## src/rtl/sync_rca_pipe_if.sv

```systemverilog
// Operand/result handshake bundle for the pipelined ripple-carry adder/subtractor.
// The master drives operands and out_ready; the slave (the adder) drives in_ready and results.
interface sync_rca_pipe_if #(
  parameter int WIDTH = 8
);
  logic             in_valid;
  logic             in_ready;
  logic [WIDTH-1:0] a;
  logic [WIDTH-1:0] b;
  logic             cin;
  logic             sub;
  logic             out_valid;
  logic             out_ready;
  logic [WIDTH-1:0] sum;
  logic             cout;
  logic             ovf;

  modport master (
    output in_valid, a, b, cin, sub, out_ready,
    input  in_ready, out_valid, sum, cout, ovf
  );

  modport slave (
    input  in_valid, a, b, cin, sub, out_ready,
    output in_ready, out_valid, sum, cout, ovf
  );
endinterface

```

## src/rtl/sync_rca_pipe.sv

```systemverilog
// Pipelined ripple-carry adder/subtractor: B result bits are resolved per stage, the
// carry ripples stage to stage, and the whole pipe stalls as one under backpressure.
module sync_rca_pipe #(
  parameter int WIDTH = 8,
  parameter int B     = 2
) (
  input  logic          clk,
  input  logic          rst,
  sync_rca_pipe_if.slave bus
);
  localparam int S = WIDTH / B;

  logic             en;
  logic [S-1:0]     vld_q;
  logic [WIDTH-1:0] b_eff;
  logic             c0;

  function automatic logic [B:0] slice_add(input logic [B-1:0] x,
                                           input logic [B-1:0] y,
                                           input logic         ci);
    return {1'b0, x} + {1'b0, y} + {{B{1'b0}}, ci};
  endfunction

  // The pipe only moves when the output slot is empty or being drained.
  assign en           = ~vld_q[S-1] | bus.out_ready;
  assign bus.in_ready = en;

  // Subtraction is a + ~b + 1, so sub forces the stage-0 carry-in high.
  assign b_eff = bus.sub ? ~bus.b : bus.b;
  assign c0    = bus.sub | bus.cin;

  always_ff @(posedge clk or posedge rst) begin
    if (rst) begin
      vld_q <= '0;
    end else if (en) begin
      vld_q[0] <= bus.in_valid;
      for (int k = 1; k < S; k++) begin
        vld_q[k] <= vld_q[k-1];
      end
    end
  end

  for (genvar k = 0; k < S; k++) begin : g_st
    localparam int REM = WIDTH - (k + 1) * B;

    logic [B-1:0]         a_s;
    logic [B-1:0]         b_s;
    logic                 c_s;
    logic [B:0]           add_r;
    logic [(k+1)*B-1:0]   psum_d;
    logic [(k+1)*B-1:0]   s_q;
    logic                 c_q;

    // ---- stage k input: operand slice plus carry from the previous stage ----
    if (k == 0) begin : g_first
      assign a_s    = bus.a[B-1:0];
      assign b_s    = b_eff[B-1:0];
      assign c_s    = c0;
      assign psum_d = add_r[B-1:0];
    end else begin : g_next
      assign a_s    = g_st[k-1].g_up.a_q[B-1:0];
      assign b_s    = g_st[k-1].g_up.b_q[B-1:0];
      assign c_s    = g_st[k-1].c_q;
      assign psum_d = {add_r[B-1:0], g_st[k-1].s_q};
    end

    assign add_r = slice_add(a_s, b_s, c_s);

    // Upper operand bits travel alongside, shifted so the next slice sits at bit 0.
    if (REM > 0) begin : g_up
      logic [REM-1:0] a_d;
      logic [REM-1:0] b_d;
      logic [REM-1:0] a_q;
      logic [REM-1:0] b_q;

      if (k == 0) begin : g_src
        assign a_d = bus.a[WIDTH-1:B];
        assign b_d = b_eff[WIDTH-1:B];
      end else begin : g_src
        assign a_d = g_st[k-1].g_up.a_q[REM+B-1:B];
        assign b_d = g_st[k-1].g_up.b_q[REM+B-1:B];
      end

      always_ff @(posedge clk) begin
        if (en) begin
          a_q <= a_d;
          b_q <= b_d;
        end
      end
    end

    // ---- stage k register: partial sum and carry (last stage is the output) ----
    if (k < S - 1) begin : g_mid
      always_ff @(posedge clk) begin
        if (en) begin
          s_q <= psum_d;
          c_q <= add_r[B];
        end
      end
    end else begin : g_msb
      logic cmsb;
      logic ovf_q;

      // Carry into bit WIDTH-1 recovered from that bit's sum and operands.
      assign cmsb = add_r[B-1] ^ a_s[B-1] ^ b_s[B-1];

      always_ff @(posedge clk or posedge rst) begin
        if (rst) begin
          s_q   <= '0;
          c_q   <= 1'b0;
          ovf_q <= 1'b0;
        end else if (en) begin
          s_q   <= psum_d;
          c_q   <= add_r[B];
          ovf_q <= cmsb ^ add_r[B];
        end
      end
    end
  end

  assign bus.out_valid = vld_q[S-1];
  assign bus.sum       = g_st[S-1].s_q;
  assign bus.cout      = g_st[S-1].c_q;
  assign bus.ovf       = g_st[S-1].g_msb.ovf_q;
endmodule

```

## src/flat_wrapper.sv

```systemverilog
// flat-port wrapper written by rule: the top's interface ports become plain ports
module sync_rca_pipe_flat 
#(
  parameter int WIDTH = 8,
  parameter int B     = 2
)
  (clk, rst, bus_in_valid, bus_a, bus_b, bus_cin, bus_sub, bus_out_ready, bus_in_ready, bus_out_valid, bus_sum, bus_cout, bus_ovf);
  sync_rca_pipe_if #(.WIDTH(WIDTH)) bus_i ();
  input  logic clk;
  input  logic rst;
  input wire logic [$bits(bus_i.in_valid)-1:0] bus_in_valid;
  input wire logic [$bits(bus_i.a)-1:0] bus_a;
  input wire logic [$bits(bus_i.b)-1:0] bus_b;
  input wire logic [$bits(bus_i.cin)-1:0] bus_cin;
  input wire logic [$bits(bus_i.sub)-1:0] bus_sub;
  input wire logic [$bits(bus_i.out_ready)-1:0] bus_out_ready;
  output wire logic [$bits(bus_i.in_ready)-1:0] bus_in_ready;
  output wire logic [$bits(bus_i.out_valid)-1:0] bus_out_valid;
  output wire logic [$bits(bus_i.sum)-1:0] bus_sum;
  output wire logic [$bits(bus_i.cout)-1:0] bus_cout;
  output wire logic [$bits(bus_i.ovf)-1:0] bus_ovf;
  assign bus_i.in_valid = bus_in_valid;
  assign bus_i.a = bus_a;
  assign bus_i.b = bus_b;
  assign bus_i.cin = bus_cin;
  assign bus_i.sub = bus_sub;
  assign bus_i.out_ready = bus_out_ready;
  assign bus_in_ready = bus_i.in_ready;
  assign bus_out_valid = bus_i.out_valid;
  assign bus_sum = bus_i.sum;
  assign bus_cout = bus_i.cout;
  assign bus_ovf = bus_i.ovf;
  sync_rca_pipe #(.WIDTH(WIDTH), .B(B)) u_core (.clk(clk), .rst(rst), .bus(bus_i));
endmodule
```

## config.mk

```make
export PLATFORM = sky130hd
export DESIGN_NAME = sync_rca_pipe_flat
export DESIGN_NICKNAME = d
export VERILOG_FILES = /design/src/rtl/sync_rca_pipe_if.sv /design/src/rtl/sync_rca_pipe.sv /design/src/flat_wrapper.sv
export SDC_FILE = /design/constraint.sdc
export NUM_CORES = 1
export LEC_CHECK = 0
export ABC_AREA = 1
export BUFFER_PORTS_ARGS = -buffer_cell sky130_fd_sc_hd__buf_2
export CAP_MARGIN = 20
export CORE_ASPECT_RATIO = 0.5
export CORE_MARGIN = 3
export CORE_UTILIZATION = 25
export DETAILED_ROUTE_END_ITERATION = 7
export PLACE_DENSITY = 0.46
export SLEW_MARGIN = 15
export SYNTH_ARGS = -nofsm -noshare
export SYNTH_HDL_FRONTEND = slang
export SYNTH_SLANG_ARGS = --single-unit
```

## constraint.sdc

```tcl
create_clock -name clk -period 1.8 [get_ports clk]
set_input_delay 0.18 -clock clk [delete_from_list [all_inputs] [get_ports clk]]
set_output_delay 0.18 -clock clk [all_outputs]
set_load 0.05 [all_outputs]
```

---- Yosys cells after proc, flatten, opt, wreduce, memory -nomap -nowiden ----
Index checks and enable logic that the tools add are counted.
Widths: inputs -> output; s select.
storage, ports and cells
  bits in registers ....................... 53
cells by class
  multiplexer cells ....................... 1
  add/subtract/negate cells ............... 8
  bitwise logic cells ..................... 7
operators by type and width
  kind         count
  $add 2x2->3  4
  $add 3x1->3  4
  $mux 8       1
  $not 8->8    1
  $xor 1x1->1  3
  $or 1x1->1   2
  $not 1->1    1

---- Depth between registers and ports, before layout ----
Gate-level depths: netlist of run 1.
  word-level depth ........................ 5
  gate-level depth with buffers ........... 9

---- Worst setup path before layout of run 1 ----
No wires, ideal clock.
  kind .................................... register to register
  start point ............................. reg u_core.g_st[2].g_up.b_q[0]
  end point ............................... reg u_core.g_st[3].g_msb.ovf_q (netlist: u_core.bus.ovf)
  data arrival time ....................... 1.595 ns
  data required time ...................... 1.682 ns
  setup time .............................. 0.118 ns
  period minus slack after synthesis ...... 1.713 ns
  setup slack ............................. 0.087 ns
  stages on the path, launching flop included .. 10
  cell sequence ........................... edfxtp_1 > inv_1 > fa_1 > fa_1 > nand2_1 > inv_1 > nor2_1 > nand2_1 > nand3_1 > nand2_1
on the way
  word-level cells in the longest chain between the ends .. 5
ends and longest elaborated chain
  item                      RTL line              text
  start, declared           sync_rca_pipe.sv:74   logic [REM-1:0] b_q;
  start signal, assigned    sync_rca_pipe.sv:87   b_q <= b_d;
  $add 2x2->3 (*)           sync_rca_pipe.sv:21   return {1'b0, x} + {1'b0, y} + {{B{1'b0}}, ci};
  $add 3x1->3 (*)           sync_rca_pipe.sv:21
  $xor 1x1->1 (2 in a row)  sync_rca_pipe.sv:105  assign cmsb = add_r[B-1] ^ a_s[B-1] ^ b_s[B-1];
  $xor 1x1->1 (*)           sync_rca_pipe.sv:115  ovf_q <= cmsb ^ add_r[B];
  end signal, assigned      sync_rca_pipe.sv:115
  end, declared             sync_rca_pipe.sv:102  logic ovf_q;
Every way passes the cells marked *; elsewhere a longest branch is shown, timed or not.
A chain may end at the register's enable or synchronous reset.

---- Worst setup path in the final report of run 1 ----
  start point ............................. reg u_core.g_st[2].c_q
  end point ............................... reg u_core.g_st[3].g_msb.ovf_q (netlist: u_core.bus.ovf)
on the way
  word-level cells in the longest chain between the ends .. 4
ends and longest elaborated chain
  item                      RTL line              text
  start, declared           sync_rca_pipe.sv:52   logic c_q;
  start signal, assigned    sync_rca_pipe.sv:97   c_q <= add_r[B];
  $add 3x1->3 (*)           sync_rca_pipe.sv:21
  $xor 1x1->1 (2 in a row)  sync_rca_pipe.sv:105
  $xor 1x1->1 (*)           sync_rca_pipe.sv:115
Marks and branches as above.

==> results of run 1 <==
## worst register-to-register path, stage by stage, from the launching register on
cell      delay [ps]
edfxtp_1         340
inv_2             40
fa_2             390
fa_2             580
nand2_1           80
nand2_1           80
nand2_1           60
nand3_1           90
nand2_1           50
## logic make-up after synthesis
kind of cell               share of synthesized area
and+or+nand+nor                               0.0882
adders and majority gates                     0.0763
buffers and inverters                         0.0679
AOI/OAI and AO/OA                            0.00954
xor gates and xnor gates                      0.0334
DFF                                            0.725
## per-stage QoR
stage | setup TNS (ps) | worst slack (ps) | cell area (um^2) | util | power, mW
floorplan | 0 | 87.1 | 2100 | - | 3.17
global placement | 0 | 49.5 | 2420 | 0.312 | 3.54
global route | -70.3 | -70.3 | 2590 | 0.335 | 4.89
finish | -14.8 | -14.8 | 2590 | 0.335 | 4.58
detailed placement | -36.7 | -36.7 | 2420 | 0.312 | 3.58
CTS | 0 | 8.71 | 2590 | 0.335 | 4.63
## power groups by stage
| stage | registers (mW) | logic, mW | clock network (mW) |
|---|---|---|---|
| 2_1_floorplan | 2.48 | 0.683 | 0 |
| 3_3_place_gp | 2.06 | 1.47 | 0 |
| 3_5_place_dp | 2.07 | 1.51 | 0 |
| 4_1_cts | 2.05 | 1.52 | 1.05 |
| 5_1_grt | 2.09 | 1.70 | 1.10 |
| 6_report | 2.04 | 1.53 | 1.02 |
## sequential cells by signal, summed over array words and instances, names as in the netlist
name	count
u_core.bus.ovf	1
u_core.vld_q	4
u_core.g_st.g_up.a_q	12
u_core.g_st.s_q	12
u_core.bus.sum	8
u_core.g_st.g_up.b_q	12
u_core.g_st.c_q	3
u_core.bus.cout	1
## Yosys cell counts
master,number,area share
nand3_1,1,0.0024
inv_2,1,0.0018
nor2_1,3,0.0054
xor2_1,7,0.029
nand2_1,42,0.075
nor2_4,1,0.0054
dfrtp_1,14,0.17
fa_1,8,0.076
xnor2_1,1,0.0042
inv_1,30,0.054
buf_6,1,0.0054
o21ai_0,4,0.0095
buf_4,2,0.0071
edfxtp_1,39,0.56
## path summary, 6_finish.rpt
kind / from / endpoint / cells past startpoint
min in group asynchronous: rst / u_core.bus.sum[4] / 3
max in group asynchronous: rst / u_core.bus.sum[3] / 3
max: u_core.g_st[2].c_q / u_core.bus.ovf / 8
min: bus_a[3] / u_core.g_st[0].g_up.a_q[1] / 1
min reg2reg: u_core.g_st[1].g_up.a_q[2] / u_core.g_st[2].g_up.a_q[0] / 0
max reg2reg: u_core.g_st[2].c_q / u_core.bus.ovf / 8
## layout make-up
class	instances	area, um^2
fillers	779	5140
multi-input cells	67	443
clock inverters	2	35.0
well taps	108	135
clock buffers	5	125
flip-flops and latches	53	1520
repair buffers	38	218
inverters	31	116
## metal layers
metal / routed length (um) / share of wire / vias to the layer above
li1: - / - / 559
met5: 0 / 0 / -
met2: 1290 / 0.42 / 25
met1: 1560 / 0.51 / 486
met4: 19 / 0.0062 / 0
met3: 180 / 0.059 / 2
## timing repair
item                       in CTS  in global routing
hold endpoints to repair       14                  0
buffers inserted                0                  0
setup endpoints to repair       1                  1
hold buffers                    1                  0
gates resized for setup         1                  3
pin swaps                       3                  2
==> results.txt, run 1 <==
Clock power frac - 0.222
Psw - 1.61 mW
Area Growth Syn to Fin - 23.5%
RSZ-0062 raised after global routing - true
Reg clk slew, reported paths - 60 ps
Logic pwr share - 0.333
Max_cap viols - 0
Placed Instances - 296
Crit. End Element - flip-flop
Pre-antenna DRT Iters - 2
Post-Synthesis Cells - 154
Hold WS - 73.1 ps
Failing checks - negative setup slack
Syn Nets - 184
Share of cells above drive strength 1 - 0.255
Vias in the first global route - 1112
Worst path max stage delay - 580 ps
# setup viols final - 1
Worst path slowest cell - fa_2
Final hold viol count - 0
H-tree levels - 2
Internal Power - 2.97 mW
Part of the power in registers - 0.445
Slew headroom - 0.649
# nets final - 226
Netlist cell types - 14
1st-iter DRT viols - 69
Crit path kind - flip-flop to flip-flop
GRT Total Usage - 0.0664
Clk_skew - 2.93 ps
DRC viols - 0
Syn Area/Cell - 13.6 um^2
Met2 global-route usage - 0.0975
Most common cell after layout, fill and taps aside - nand2_1
Power Density - 1770 mW/mm^2
Port bufs - 33
Cts bufs inserted - 5
Max Freq - 0.551 GHz
Via count - 1072
Most frequent cells in the layout - nand2_1, edfxtp_1, buf_2
Clk_lat worst skew - 280 ps
Initial Util - 0.271
CTS tree - done
Peak supply drop - 0.374 mV
Hpwl dp - 2290 um
Finished Layout Cells - 304
Critical path arrival - 1990 ps
FP Rows - 22
Synthesized flop and latch total - 53
Switch share - 0.351
Per-cell routed wire length - 10.0 um
Share of the clock period used by the worst path after layout - 1.01
Global route hottest layer - met2
Leak Pwr - 1.18 nW
Crit-path max FO - 4
R2R Setup Slk - -10 ps
Post-route ant nets - 0
Grt total ovfl - 0
Run status - finished, violations left
Root buffer cell - clkbuf_16
Tmin final - 1810 ps
Diode count - 0
First-pass GRT wire length - 5060 um
Crit path max-delay family - adder cells
Most used cell, CP - nand2_1
# IOs - 34
CP Data Required Time - 1970 ps
Post-synthesis sequential area ratio - 0.725
Worst Tran Pin Value - 527 ps
Critical-path cell list - inv_2, fa_2, fa_2, nand2_1, nand2_1, nand2_1, nand3_1, nand2_1
Initial antenna violation count - 0
Mapped Area - 0.00210 mm^2
Met3 usage - 0.0227
Clock Sinks - 53
Die ar. - 0.00960 mm^2
CP startpoint kind - flip-flop
Fin worst setup slack - -14.8 ps
Core area - 0.00773 mm^2
Vias per cell - 3.53
Synth Warn # - 0
Global-route track usage on met1 - 0.0920
Clk buf depth - 2
Die Ht - 70.8 um
HP Class - input port to flip-flop
Max-slew violation count - 0
Final wirelength - 3050 um
Largest net degree at the start of global routing - 37
Gpl congestion - 0.659
Die X-Extent - 136 um
Worst path buffer plus inverter count - 1
No activity file was read; power rests on OpenSTA's default activity.
==> run 2, diff against run 1 <==
- REMOVE_ABC_BUFFERS: default -> 1
==> run 2 against run 1 <==
Net effect:
- the flow now finishes without violations
- largest cell class unchanged
- hold slack got worse by 5.6 ps
- critical endpoint unchanged
- fmax grew 3.2%
- global-route usage grew 0.60 points
- critical path type unchanged
- worst setup slack gained 56 ps
==> results.txt, run 2 (synthesis gave the netlist of run 1 again) <==
Fin worst setup slack - 41.3 ps
Pre-antenna DRT Iters - 4
H-tree levels - 2
FP Rows - 22
# IOs - 34
Max Freq - 0.569 GHz
Critical path arrival - 1940 ps
Part of the power in registers - 0.458
Crit path kind - flip-flop to flip-flop
Share of cells above drive strength 1 - 0.242
CTS tree - done
DRC viols - 0
Per-cell routed wire length - 10.2 um
Clk buf depth - 2
Hpwl dp - 2310 um
Leak Pwr - 1.18 nW
1st-iter DRT viols - 84
Reg clk slew, reported paths - 70 ps
WL met2 - 1340 um
Setup WS pre-CTS - -12.0 ps
Slew headroom - 0.627
HP Class - input port to flip-flop
Met3 WL - 131 um
Most frequent cells in the layout - nand2_1, edfxtp_1, buf_2
First-pass GRT wire length - 5440 um
Clock power frac - 0.203
Diode count - 0
Initial Util - 0.271
Biggest regs - u_core.g_st.g_up.a_q x12, u_core.g_st.g_up.b_q x12, u_core.g_st.s_q x12
GRT Total Usage - 0.0724
Largest net degree at the start of global routing - 17
Final hold viol count - 0
Root buffer cell - clkbuf_16
Internal Power - 2.85 mW
# nets final - 227
Tmin final - 1760 ps
Vias in the first global route - 1175
Final wirelength - 3130 um
Die Ht - 70.8 um
RSZ-0062 raised after global routing - true
Logic pwr share - 0.339
R2R Setup Slk - 40 ps
Peak supply drop - 0.478 mV
Psw - 1.62 mW
Vias per cell - 3.60
Area Growth Syn to Fin - 23.3%
Finished Core Util - 0.335
Switch share - 0.363
Share of the clock period used by the worst path after layout - 0.977
Worst Tran Pin Value - 558 ps
CP Data Required Time - 1980 ps
Post-route ant nets - 0
Clk_skew - 6.71 ps
# setup viols final - 0
Crit. End Element - flip-flop
Grt total ovfl - 0
Max-slew violation count - 0
Clock Sinks - 53
Most common cell after layout, fill and taps aside - nand2_1
Initial antenna violation count - 0
Die X-Extent - 136 um
Core area - 0.00773 mm^2
Hold WS - 67.5 ps
Gpl congestion - 0.654
Total power - 4.47 mW
Routed met1 length - 1610 um
Cts bufs inserted - 5
Port bufs - 33
Power Density - 1730 mW/mm^2
CP startpoint kind - flip-flop
Clk_lat worst skew - 280 ps
Run status - finished clean
Max_cap viols - 0
Fin area - 0.00259 mm^2
Via count - 1103
Die ar. - 0.00960 mm^2
Highest metal used - met4
Crit-path max FO - 4
Placed Area - 0.00244 mm^2
run 2: power groups by stage:
stage / Combinational [mW] / Sequential (mW) / Clock, mW
after detailed placement: 1.54 / 2.08 / 0
after global placement: 1.50 / 2.06 / 0
final: 1.52 / 2.05 / 0.908
after global routing: 1.71 / 2.10 / 0.999
after CTS: 1.55 / 2.05 / 0.939
after floorplan: 0.656 / 2.49 / 0
run 2: timing repair:
item / in CTS / in global routing
endpoints found under the hold margin: 14 / 0
hold buffers: 1 / 0
resized for setup: 1 / 1
pin swaps: 2 / 1
buffers inserted: 0 / 0
setup endpoints to repair: 1 / 1
run 2: final timing paths:
| kind | from | endpoint | cells after the start |
|---|---|---|---|
| max in group asynchronous | rst | u_core.bus.sum[0] | 3 |
| setup reg to reg | u_core.g_st[2].g_up.b_q[0] | u_core.bus.ovf | 9 |
| setup / recovery | u_core.g_st[2].g_up.b_q[0] | u_core.bus.ovf | 9 |
| min in group asynchronous | rst | u_core.bus.sum[6] | 3 |
| hold / removal | bus_a[4] | u_core.g_st[0].g_up.a_q[2] | 1 |
| hold reg to reg | u_core.g_st[0].g_up.a_q[4] | u_core.g_st[1].g_up.a_q[2] | 0 |
run 2: per-layer routing:
layer,track usage,up-vias
li1,-,561
met5,0,-
met4,0.0279,0
met1,0.0983,511
met2,0.107,27
met3,0.0249,4
run 2: final cells by class:
class	instances	area, um^2
Timing Repair Buffer	39	238
Multi-Input combinational cell	67	438
Clock buffer	7	133
Sequential cell	53	1520
Fill cell	768	5150
Tap cell	108	135
Inverter	31	116
Clock inverter	1	7.51
run 2: critical path, cell delays in order (launching register included):
cell and delay [ps]:
edfxtp_1 340, inv_2 40, fa_2 380, fa_1 500
nand2_1 100, inv_1 40, nor2_1 90, nand2_1 60
nand3_1 60, nand2_1 50
run 2: through the flow:
step / cells / TNS, ps
after floorplan: 151 / -2720
after detailed placement: 297 / -12.0
after CTS: 306 / 0
after global placement: 297 / 0
after global routing: 306 / -80.7
final: 306 / 0
==> run 3, diff against run 2 <==
- clock period: 1.8 -> 1.6 ns (I/O delays scaled with it)
==> run 3 against run 2 <==
Net effect:
- the flow now finishes with violations (negative setup slack)
- worst setup slack worse by 200 ps
- highest routed layer unchanged
- flip-flop and latch count did not move
- sequential power increased by 13%
- core utilization increased by 0.65 points
- routed wire length increased by 4.5%
- largest cell class unchanged
- count of clock-buffer cells in the layout down 2
==> results.txt, run 3 (synthesis gave the netlist of run 1 again) <==
CTS tree - done
Leak Pwr - 1.21 nW
# nets final - 228
Root buffer cell - clkbuf_16
Initial Util - 0.271
Share of cells above drive strength 1 - 0.266
Finished Core Util - 0.341
Most common cell after layout, fill and taps aside - nand2_1
HP Class - input port to flip-flop
Total power - 5.36 mW
Max Freq - 0.568 GHz
H-tree levels - 2
Core area - 0.00773 mm^2
Vias in the first global route - 1186
Final wirelength - 3270 um
Failing checks - negative setup slack
FP Rows - 22
Diode count - 0
Via count - 1095
Largest net degree at the start of global routing - 28
Per-cell routed wire length - 10.6 um
Initial antenna violation count - 0
Clk buf depth - 2
Vias per cell - 3.57
Die X-Extent - 136 um
Worst Tran Pin Value - 538 ps
Slew headroom - 0.641
Crit. End Element - flip-flop
Critical path arrival - 1940 ps
Clk_skew - 2.30 ps
Setup bufs post-CTS - 0
Setup WS pre-CTS - -205 ps
Tmin final - 1760 ps
Reg clk slew, reported paths - 60 ps
Hpwl dp - 2390 um
First-pass GRT wire length - 5770 um
Grt total ovfl - 0
Area Growth Syn to Fin - 25.7%
CP startpoint kind - flip-flop
Max-slew violation count - 0
Biggest regs - u_core.g_st.g_up.a_q x12, u_core.g_st.g_up.b_q x12, u_core.g_st.s_q x12
Share of the clock period used by the worst path after layout - 1.10
Die Ht - 70.8 um
Run status - finished, violations left
DRC viols - 0
Max_cap viols - 0
Die ar. - 0.00960 mm^2
# IOs - 34
Port bufs - 33
Cts bufs inserted - 5
1st-iter DRT viols - 111
Fin worst setup slack - -160 ps
RSZ-0062 raised after global routing - true
Crit-path max FO - 4
CP Data Required Time - 1780 ps
Peak supply drop - 0.512 mV
Most frequent cells in the layout - nand2_1, edfxtp_1, buf_2
Post-route ant nets - 0
# setup viols final - 1
Pre-antenna DRT Iters - 3
Crit path kind - flip-flop to flip-flop
Gpl congestion - 0.664
Clock Sinks - 53
Clk_lat worst skew - 280 ps
GRT Total Usage - 0.0773
Placed Area - 0.00243 mm^2
Power Density - 2030 mW/mm^2
Final hold viol count - 0
Fin area - 0.00264 mm^2
==> run 3: cell count changes in the layout (fill, tap and decap cells not counted), sizes merged <==
cell | previous run | this run
bufinv | 0 | 2
clkbuf | 7 | 5
buf | 38 | 39
clkinv | 0 | 1
clkinvlp | 1 | 0
==> run 3: layout make-up <==
type,count,area [um^2]
inverters,31,116
clock inverters,3,65.1
well taps,108,135
clock buffers,5,125
flip-flops and latches,53,1520
fillers,760,5100
multi-input cells,67,443
repair buffers,40,233
==> run 3: metal layers <==
| metal | share of wire | track usage | routed length [um] | vias up |
|---|---|---|---|---|
| li1 | - | - | - | 564 |
| met1 | 0.48 | 0.106 | 1560 | 504 |
| met2 | 0.46 | 0.113 | 1500 | 22 |
| met3 | 0.044 | 0.0199 | 143 | 5 |
| met4 | 0.020 | 0.0402 | 66 | 0 |
| met5 | 0 | 0 | 0 | - |
==> run 3: worst paths after layout <==
check | from | endpoint | slack (ps) | depth (start not counted)
worst max register to register | u_core.g_st[2].c_q | u_core.bus.ovf | -160 | 9
max in group asynchronous | rst | u_core.vld_q[1] | 770 | 3
min in group asynchronous | rst | u_core.bus.ovf | 470 | 3
worst max-delay path | u_core.g_st[2].c_q | u_core.bus.ovf | -160 | 9
worst min-delay path | bus_a[3] | u_core.g_st[0].g_up.a_q[1] | 50 | 1
worst min register to register | u_core.g_st[1].g_up.b_q[3] | u_core.g_st[2].g_up.b_q[1] | 420 | 0
==> run 3: where the power goes <==
group	internal, mW	switching (mW)
registers	2.13	0.179
logic	0.488	1.23
clock network	0.893	0.450
total	3.51	1.86
==> run 3: metrics by stage <==
step | instances | TNS, ps | hold slack [ps]
after global placement | 298 | -152 | 236
after CTS | 307 | -175 | 38.1
after floorplan | 151 | -12120 | 49.2
after global routing | 307 | -269 | 35.9
after detailed placement | 298 | -205 | 239
final | 307 | -160 | 47.8
==> run 3: repair_timing <==
item | in CTS | in global routing
resized for setup | 1 | 3
pin swaps | 3 | 1
endpoints found under the setup margin | 2 | 4
hold buffers | 1 | 0
cloned | 0 | 0
endpoints found under the hold margin | 14 | 0
==> run 3: worst max-delay path: stages (launching register included) <==
cell      delay, ps
edfxtp_1        340
inv_2            40
fa_2            380
fa_1            500
inv_1           100
nand2_1          70
nand2_1          50
nand2_1          50
nand3_1          70
nand2_1          50
